## config.mk

```make
export PLATFORM = sky130hd
export DESIGN_NAME = id_stage
export DESIGN_NICKNAME = d
export VERILOG_FILES = /design/src/rtl/id_stage_pkg.sv /design/src/rtl/id_stage_register_file.sv /design/src/rtl/id_stage.sv
export SDC_FILE = /design/constraint.sdc
export NUM_CORES = 2
export LEC_CHECK = 0
export ABC_AREA = 1
export CORE_ASPECT_RATIO = 0.7
export CORE_MARGIN = 5
export CORE_UTILIZATION = 45
export DETAILED_ROUTE_END_ITERATION = 8
export HOLD_SLACK_MARGIN = 0.02
export SETUP_SLACK_MARGIN = 0.02
export SLEW_MARGIN = 15
export SYNTH_ARGS = -nofsm -noshare
export SYNTH_HDL_FRONTEND = slang
export SYNTH_SLANG_ARGS = --single-unit
```

## constraint.sdc

```tcl
create_clock -name clk -period 3.8 [get_ports clk]
set_input_delay 0.76 -clock clk [delete_from_list [all_inputs] [get_ports clk]]
set_output_delay 0.76 -clock clk [all_outputs]
set_load 0.02 [all_outputs]
```

## src/rtl/id_stage_pkg.sv

```systemverilog
`default_nettype none
// +----------------------------------------------------------------------------+
// | id_stage_pkg                                                               |
// | Opcodes, exe_cmd encoding, instruction field positions and opcode decoder. |
// | Revision: 1.0                                                              |
// +----------------------------------------------------------------------------+
package id_stage_pkg;

  localparam int OPC_MSB  = 31;
  localparam int OPC_LSB  = 26;
  localparam int SRC1_MSB = 25;
  localparam int SRC1_LSB = 21;
  localparam int REG2_MSB = 20;
  localparam int REG2_LSB = 16;
  localparam int RD_MSB   = 15;
  localparam int RD_LSB   = 11;
  localparam int IMM_MSB  = 15;
  localparam int IMM_LSB  = 0;

  localparam logic [5:0] OP_NOP  = 6'd0;
  localparam logic [5:0] OP_ADD  = 6'd1;
  localparam logic [5:0] OP_SUB  = 6'd3;
  localparam logic [5:0] OP_AND  = 6'd5;
  localparam logic [5:0] OP_OR   = 6'd6;
  localparam logic [5:0] OP_NOR  = 6'd7;
  localparam logic [5:0] OP_XOR  = 6'd8;
  localparam logic [5:0] OP_SLA  = 6'd9;
  localparam logic [5:0] OP_SLL  = 6'd10;
  localparam logic [5:0] OP_SRA  = 6'd11;
  localparam logic [5:0] OP_SRL  = 6'd12;
  localparam logic [5:0] OP_ADDI = 6'd32;
  localparam logic [5:0] OP_SUBI = 6'd33;
  localparam logic [5:0] OP_LD   = 6'd36;
  localparam logic [5:0] OP_ST   = 6'd37;
  localparam logic [5:0] OP_BEZ  = 6'd40;
  localparam logic [5:0] OP_BNE  = 6'd41;
  localparam logic [5:0] OP_JMP  = 6'd42;

  localparam logic [3:0] CMD_NOP = 4'd0;
  localparam logic [3:0] CMD_ADD = 4'd1;
  localparam logic [3:0] CMD_SUB = 4'd2;
  localparam logic [3:0] CMD_AND = 4'd3;
  localparam logic [3:0] CMD_OR  = 4'd4;
  localparam logic [3:0] CMD_NOR = 4'd5;
  localparam logic [3:0] CMD_XOR = 4'd6;
  localparam logic [3:0] CMD_SLA = 4'd7;
  localparam logic [3:0] CMD_SLL = 4'd8;
  localparam logic [3:0] CMD_SRA = 4'd9;
  localparam logic [3:0] CMD_SRL = 4'd10;

  typedef enum logic [1:0] {
    DEST_NONE = 2'd0,
    DEST_RD   = 2'd1,
    DEST_REG2 = 2'd2
  } dest_sel_e;

  typedef enum logic [1:0] {
    BR_NONE = 2'd0,
    BR_BEZ  = 2'd1,
    BR_BNE  = 2'd2,
    BR_JMP  = 2'd3
  } br_e;

  typedef struct packed {
    logic [3:0] cmd;
    logic       wb_en;
    logic       mem_r_en;
    logic       mem_w_en;
    logic       use_src1;
    logic       use_reg2;
    logic       imm_sel;
    logic       st_sel;
    dest_sel_e  dest_sel;
    br_e        br;
  } dec_t;

  // Opcode-only decode; anything unrecognised stays an all-zero NOP.
  function automatic dec_t decode_op(input logic [5:0] op);
    dec_t d;
    d          = '0;
    d.dest_sel = DEST_NONE;
    d.br       = BR_NONE;
    case (op)
      OP_ADD, OP_ADDI, OP_LD, OP_ST: d.cmd = CMD_ADD;
      OP_SUB, OP_SUBI:               d.cmd = CMD_SUB;
      OP_AND:                        d.cmd = CMD_AND;
      OP_OR:                         d.cmd = CMD_OR;
      OP_NOR:                        d.cmd = CMD_NOR;
      OP_XOR:                        d.cmd = CMD_XOR;
      OP_SLA:                        d.cmd = CMD_SLA;
      OP_SLL:                        d.cmd = CMD_SLL;
      OP_SRA:                        d.cmd = CMD_SRA;
      OP_SRL:                        d.cmd = CMD_SRL;
      default:                       d.cmd = CMD_NOP;
    endcase
    case (op)
      OP_ADD, OP_SUB, OP_AND, OP_OR, OP_NOR,
      OP_XOR, OP_SLA, OP_SLL, OP_SRA, OP_SRL: begin
        d.wb_en    = 1'b1;
        d.use_src1 = 1'b1;
        d.use_reg2 = 1'b1;
        d.dest_sel = DEST_RD;
      end
      OP_ADDI, OP_SUBI: begin
        d.wb_en    = 1'b1;
        d.use_src1 = 1'b1;
        d.imm_sel  = 1'b1;
        d.dest_sel = DEST_REG2;
      end
      OP_LD: begin
        d.wb_en    = 1'b1;
        d.mem_r_en = 1'b1;
        d.use_src1 = 1'b1;
        d.imm_sel  = 1'b1;
        d.dest_sel = DEST_REG2;
      end
      OP_ST: begin
        d.mem_w_en = 1'b1;
        d.use_src1 = 1'b1;
        d.use_reg2 = 1'b1;
        d.imm_sel  = 1'b1;
        d.st_sel   = 1'b1;
      end
      OP_BEZ: begin
        d.use_src1 = 1'b1;
        d.br       = BR_BEZ;
      end
      OP_BNE: begin
        d.use_src1 = 1'b1;
        d.use_reg2 = 1'b1;
        d.br       = BR_BNE;
      end
      OP_JMP:  d.br = BR_JMP;
      OP_NOP:  d.br = BR_NONE;
      default: d.br = BR_NONE;
    endcase
    return d;
  endfunction

endpackage
`default_nettype wire

```

## src/rtl/id_stage_register_file.sv

```systemverilog
`default_nettype none
// +----------------------------------------------------------------------------+
// | id_stage_register_file                                                     |
// | 32x32 register file, two async read ports, one write port, write-through.  |
// | Revision: 1.0                                                              |
// +----------------------------------------------------------------------------+
module id_stage_register_file (
  input  logic        clk,
  input  logic        rst,
  input  logic        i_we,
  input  logic [4:0]  i_waddr,
  input  logic [31:0] i_wdata,
  input  logic [4:0]  i_raddr1,
  input  logic [4:0]  i_raddr2,
  output logic [31:0] o_rdata1,
  output logic [31:0] o_rdata2
);

  logic [31:0] r_regs [32];
  logic        w_wr_live;

  assign w_wr_live = i_we && (i_waddr != 5'd0);

  always_ff @(posedge clk) begin
    if (rst) begin
      for (int i = 0; i < 32; i++) begin
        r_regs[i] <= '0;
      end
    end else if (w_wr_live) begin
      r_regs[i_waddr] <= i_wdata;
    end
  end

  // A write in flight is visible to a same-cycle read of that register.
  always_comb begin
    if (i_raddr1 == 5'd0) begin
      o_rdata1 = '0;
    end else if (w_wr_live && (i_raddr1 == i_waddr)) begin
      o_rdata1 = i_wdata;
    end else begin
      o_rdata1 = r_regs[i_raddr1];
    end
  end

  always_comb begin
    if (i_raddr2 == 5'd0) begin
      o_rdata2 = '0;
    end else if (w_wr_live && (i_raddr2 == i_waddr)) begin
      o_rdata2 = i_wdata;
    end else begin
      o_rdata2 = r_regs[i_raddr2];
    end
  end

endmodule
`default_nettype wire

```

## src/rtl/id_stage.sv

```systemverilog
`default_nettype none
// +----------------------------------------------------------------------------+
// | id_stage                                                                   |
// | Decode stage: IF/ID latch, register file, decode, hazards, branch, ID/EX.  |
// | Revision: 1.0                                                              |
// +----------------------------------------------------------------------------+
module id_stage
  import id_stage_pkg::*;
(
  input  logic        clk,
  input  logic        rst,
  input  logic        superStall,
  input  logic [31:0] if_instruction,
  input  logic [31:0] if_pc,
  input  logic        wb_en_in,
  input  logic [4:0]  wb_dest,
  input  logic [31:0] wb_data,
  input  logic [4:0]  exe_dest,
  input  logic [4:0]  mem_dest,
  input  logic        exe_wb_en,
  input  logic        mem_wb_en,
  output logic        stall,
  output logic        branch_taken,
  output logic [31:0] branch_address,
  output logic [31:0] id_pc,
  output logic [31:0] val1,
  output logic [31:0] val2,
  output logic [31:0] st_val,
  output logic [4:0]  dest,
  output logic [3:0]  exe_cmd,
  output logic        mem_r_en,
  output logic        mem_w_en,
  output logic        wb_en
);

  logic [31:0] r_ifid_instr;
  logic [31:0] r_ifid_pc;

  logic [31:0] r_id_pc;
  logic [31:0] r_val1;
  logic [31:0] r_val2;
  logic [31:0] r_st_val;
  logic [4:0]  r_dest;
  logic [3:0]  r_exe_cmd;
  logic        r_mem_r_en;
  logic        r_mem_w_en;
  logic        r_wb_en;

  logic [5:0]  w_opcode;
  logic [4:0]  w_src1;
  logic [4:0]  w_reg2;
  logic [4:0]  w_rd;
  logic [15:0] w_imm;
  logic [31:0] w_imm_sext;
  dec_t        w_dec;
  logic [31:0] w_rdata1;
  logic [31:0] w_rdata2;
  logic        w_hz_src1;
  logic        w_hz_reg2;
  logic        w_stall;
  logic        w_branch_cond;
  logic        w_branch_taken;
  logic [31:0] w_branch_target;
  logic [31:0] w_val2;
  logic [31:0] w_st_val;
  logic [4:0]  w_dest;

  assign w_opcode   = r_ifid_instr[OPC_MSB:OPC_LSB];
  assign w_src1     = r_ifid_instr[SRC1_MSB:SRC1_LSB];
  assign w_reg2     = r_ifid_instr[REG2_MSB:REG2_LSB];
  assign w_rd       = r_ifid_instr[RD_MSB:RD_LSB];
  assign w_imm      = r_ifid_instr[IMM_MSB:IMM_LSB];
  assign w_imm_sext = {{16{w_imm[15]}}, w_imm};
  assign w_dec      = decode_op(w_opcode);

  id_stage_register_file u_register_file (
    .clk      (clk),
    .rst      (rst),
    .i_we     (wb_en_in),
    .i_waddr  (wb_dest),
    .i_wdata  (wb_data),
    .i_raddr1 (w_src1),
    .i_raddr2 (w_reg2),
    .o_rdata1 (w_rdata1),
    .o_rdata2 (w_rdata2)
  );

  // No forwarding: any in-flight writer of a consumed source forces a stall.
  assign w_hz_src1 = w_dec.use_src1 && (w_src1 != 5'd0) &&
                     ((exe_wb_en && (w_src1 == exe_dest)) ||
                      (mem_wb_en && (w_src1 == mem_dest)));
  assign w_hz_reg2 = w_dec.use_reg2 && (w_reg2 != 5'd0) &&
                     ((exe_wb_en && (w_reg2 == exe_dest)) ||
                      (mem_wb_en && (w_reg2 == mem_dest)));
  assign w_stall   = w_hz_src1 || w_hz_reg2;

  always_comb begin
    case (w_dec.br)
      BR_BEZ:  w_branch_cond = (w_rdata1 == 32'd0);
      BR_BNE:  w_branch_cond = (w_rdata1 != w_rdata2);
      BR_JMP:  w_branch_cond = 1'b1;
      default: w_branch_cond = 1'b0;
    endcase
  end

  assign w_branch_taken  = !w_stall && !superStall && w_branch_cond;
  assign w_branch_target = r_ifid_pc + 32'd4 + (w_imm_sext << 2);

  always_comb begin
    case (w_dec.dest_sel)
      DEST_RD:   w_dest = w_rd;
      DEST_REG2: w_dest = w_reg2;
      default:   w_dest = 5'd0;
    endcase
  end

  assign w_val2   = w_dec.imm_sel ? w_imm_sext : w_rdata2;
  assign w_st_val = w_dec.st_sel  ? w_rdata2   : 32'd0;

  // IF/ID: a taken branch flushes the wrong-path fetch as fetch redirects.
  always_ff @(posedge clk) begin
    if (rst) begin
      r_ifid_instr <= '0;
      r_ifid_pc    <= '0;
    end else if (w_branch_taken) begin
      r_ifid_instr <= '0;
      r_ifid_pc    <= if_pc;
    end else if (!(w_stall || superStall)) begin
      r_ifid_instr <= if_instruction;
      r_ifid_pc    <= if_pc;
    end
  end

  // ID/EX: a hazard stall squashes only the side-effecting controls.
  always_ff @(posedge clk) begin
    if (rst) begin
      r_id_pc    <= '0;
      r_val1     <= '0;
      r_val2     <= '0;
      r_st_val   <= '0;
      r_dest     <= '0;
      r_exe_cmd  <= CMD_NOP;
      r_mem_r_en <= 1'b0;
      r_mem_w_en <= 1'b0;
      r_wb_en    <= 1'b0;
    end else if (!superStall) begin
      r_id_pc  <= r_ifid_pc;
      r_val1   <= w_rdata1;
      r_val2   <= w_val2;
      r_st_val <= w_st_val;
      r_dest   <= w_dest;
      if (w_stall) begin
        r_exe_cmd  <= CMD_NOP;
        r_mem_r_en <= 1'b0;
        r_mem_w_en <= 1'b0;
        r_wb_en    <= 1'b0;
      end else begin
        r_exe_cmd  <= w_dec.cmd;
        r_mem_r_en <= w_dec.mem_r_en;
        r_mem_w_en <= w_dec.mem_w_en;
        r_wb_en    <= w_dec.wb_en;
      end
    end
  end

  assign stall          = w_stall;
  assign branch_taken   = w_branch_taken;
  assign branch_address = w_branch_taken ? w_branch_target : 32'd0;
  assign id_pc          = r_id_pc;
  assign val1           = r_val1;
  assign val2           = r_val2;
  assign st_val         = r_st_val;
  assign dest           = r_dest;
  assign exe_cmd        = r_exe_cmd;
  assign mem_r_en       = r_mem_r_en;
  assign mem_w_en       = r_mem_w_en;
  assign wb_en          = r_wb_en;

endmodule
`default_nettype wire

```

==> out/metrics.yaml <==
end_kind: "output pin"
cpLargestDelayFamily: "simple AND/OR/NAND/NOR gates"
grt_first_pass_wirelength_um: 429100
fmax_mhz: 197.4
critPathArrivalTime_ps: 4310
clock-root-buffer: "clkbuf_16"
fp.coreArea_mm2: 0.1528
p_clk_share_pct: 34.0
setup_viol: 78
start_util_pct: 45.26
intPower_uw: 26230
clock_latency_ps: 790
violations: "negative setup slack"
yosys-top-cells-area: "edfxtp_1, nand2_1, nand3_1"
design.die.area_mm2: 0.1618
cp_max_fo: 9
drv_cap: 0
fin_skew_ps: 24.03
power.density_mw_per_mm2: 429.5
wl_per_cell_um: 25.67
final_layout_size_suffix_gt1_share_pct: 17.71
yosysSeqAreaShare_pct: 50.76
swShare_pct: 31.32
cp.required_ps: 3040
cts_buffers: 132
yosysUniqueCellTypes: 49
ir_drop_v: 0.0004782
hold_path.class: "in -> reg"
cpPeakStageDelay_ps: 380
ys_warn_count: 0
nFillCells: 13520
synth_edf_count: 1024
die_h_um: 338.0
drv_slew: 0
htree_levels: 4
overflow: 0
syn_area_per_cell_um2: 7.956
synth_top_area_share_pct: 44.45
syn_to_final_growth_pct: 28.55
drtPass1Iterations: 9
row_count: 120
power.total_uw: 38200
io_pins: 291
final_cell_mix: "nand2_1, nor2_1, nand3_1, edfxtp_1, inv_1"
seq_area_mm2: 0.03515
dp.final_hpwl_um: 201000
nNetsFinal: 9656
switchingPower_uw: 11960
outcome: "finished with violations"
multi_input_area_mm2: 0.02939
tns_ps: -45360
drt-vias-per-instance: 5.936
ys_ff_latch: 1242
synth_ff_type: "edfxtp_1"
cp_num_buf_inv: 10
finalCritPeriodShare_pct: 133.3
drt_iter0_markers: 10820
grt_pass1_vias: 63720
io_buffers: 290
cts.sinks: 1242
grt_max_degree: 101
min_period_ps: 5065
routed_wl_um: 298000
grt_usage_pct: 35.58
fp.dieW_um: 478.6
clk_pin_slew_ps: 70
crit_top_cell: "buf_16"
crit_type: "reg -> out"
worstMarginPinSlew_ps: 1020
cts_buffer_depth: 3
synthArstFlopShare_pct: 0
drc: 0
synth_cells: 8695
ant_nets: 0
layout_commonest_cell: "nand2_1"
grt_antenna_before_repair: 14
pwr-share-comb_pct: 24.6
synth_area_mm2: 0.06918
p_seq_share_pct: 41.5
hold_buffers: 0
p_leak_uw: 0.03738
yosys.area.top_type: "edfxtp_1"
rsz0062_at_grt: "yes"
tritoncts: "yes"
globalplace.congestion: 0.9618
cp_slowest_cell: "dfxtp_4"
hold_viol_final: 0
vias: 68910
relSlewSlack_pct: 31.99
cp-start-kind: "flip-flop"
setup_slack_ps: -1265
## flip-flops by register name, summed over array words and instances (netlist names), 5 cells and up, named ones only
register and flops:
u_register_file.r_regs 1024, id_pc 32, r_ifid_instr 32, r_ifid_pc 32, st_val 32, val1 32, val2 32, dest 5
## through the flow
stage	hold WS [ps]	utilization (%)	instance area, um^2	std cells	setup WS [ps]
6_report	428.0	58.18	88930	11610	-1265
5_1_grt	430.5	58.17	88910	11600	-1400
4_1_cts	375.5	57.96	88600	11580	-1194
3_5_place_dp	436.5	52.96	80950	11260	-1587
3_3_place_gp	429.9	52.96	80950	11260	-1488
2_1_floorplan	425.5	-	69370	8726	-22.02
## Yosys cell counts, types with 18 or more instances
cell type  number
nand2_1      1832
nand3_1      1322
nor2_1       1281
edfxtp_1     1024
inv_1         869
o211ai_1      479
clkbuf_1      360
a21oi_1       352
o21ai_0       325
buf_2         257
dfxtp_1       218
ha_1           59
buf_1          54
buf_4          34
o21ai_1        33
or2_2          27
buf_6          26
xor2_1         20
a211oi_1       18
## final cells by class
class | instances | area share (%)
Multi-Input combinational cell | 5876 | 33.05
Clock buffer | 171 | 4.044
Sequential cell | 1242 | 39.53
Timing Repair Buffer | 1348 | 16.09
Inverter | 878 | 3.778
Tap cell | 2013 | 2.832
Antenna cell | 14 | 0.03939
Timing Repair inverter | 1 | 0.009849
Clock inverter | 65 | 0.6331
## power groups by stage
stage | registers, uW | logic, uW | clock network [uW]
floorplan | 16100 | 4050 | 0
global placement | 16100 | 8240 | 0
detailed placement | 16100 | 8290 | 0
CTS | 15800 | 9060 | 13100
global route | 15900 | 9900 | 13600
finish | 15800 | 9380 | 13000
## worst reg2reg max path: cells and delay by family, from the launching register on
family                 cells  cell delay, ps
AND/OR/NAND/NOR           21            2210
flip-flops                 1             360
buffers and inverters     10            1410
## layer usage
layer	track usage [%]	wire length [um]	up-vias
li1	-	-	30620
met1	52.66	124500	32920
met5	0	15	-
met3	7.156	37170	686
met4	14.83	12890	2
met2	50.73	123400	4677
## kinds of logic after synthesis
group	synth area share [%]
fa+ha+maj	1.096
compound gates	10.92
xor+xnor	0.4178
other cells	0.005421
simple gates	27.14
flops	50.76
buf+inv	9.665
## final timing paths
| kind | cells past startpoint | slack, ps | startpoint | to |
|---|---|---|---|---|
| max | 25 | -1270 | flip-flop | branch_address[13] |
| min | 2 | 430 | rst | st_val[3] |
| max reg2reg | 31 | -260 | flip-flop | w_dec[11] |
| min reg2reg | 2 | 440 | w_dec[12] | exe_cmd[1] |
## timing repair
item,CTS,global route
gates resized for setup,672,49
buffers inserted,65,11
endpoints found under the setup margin,80,80
pin swaps,110,32
cloned,32,2
Power figures use the tool's default switching activity.
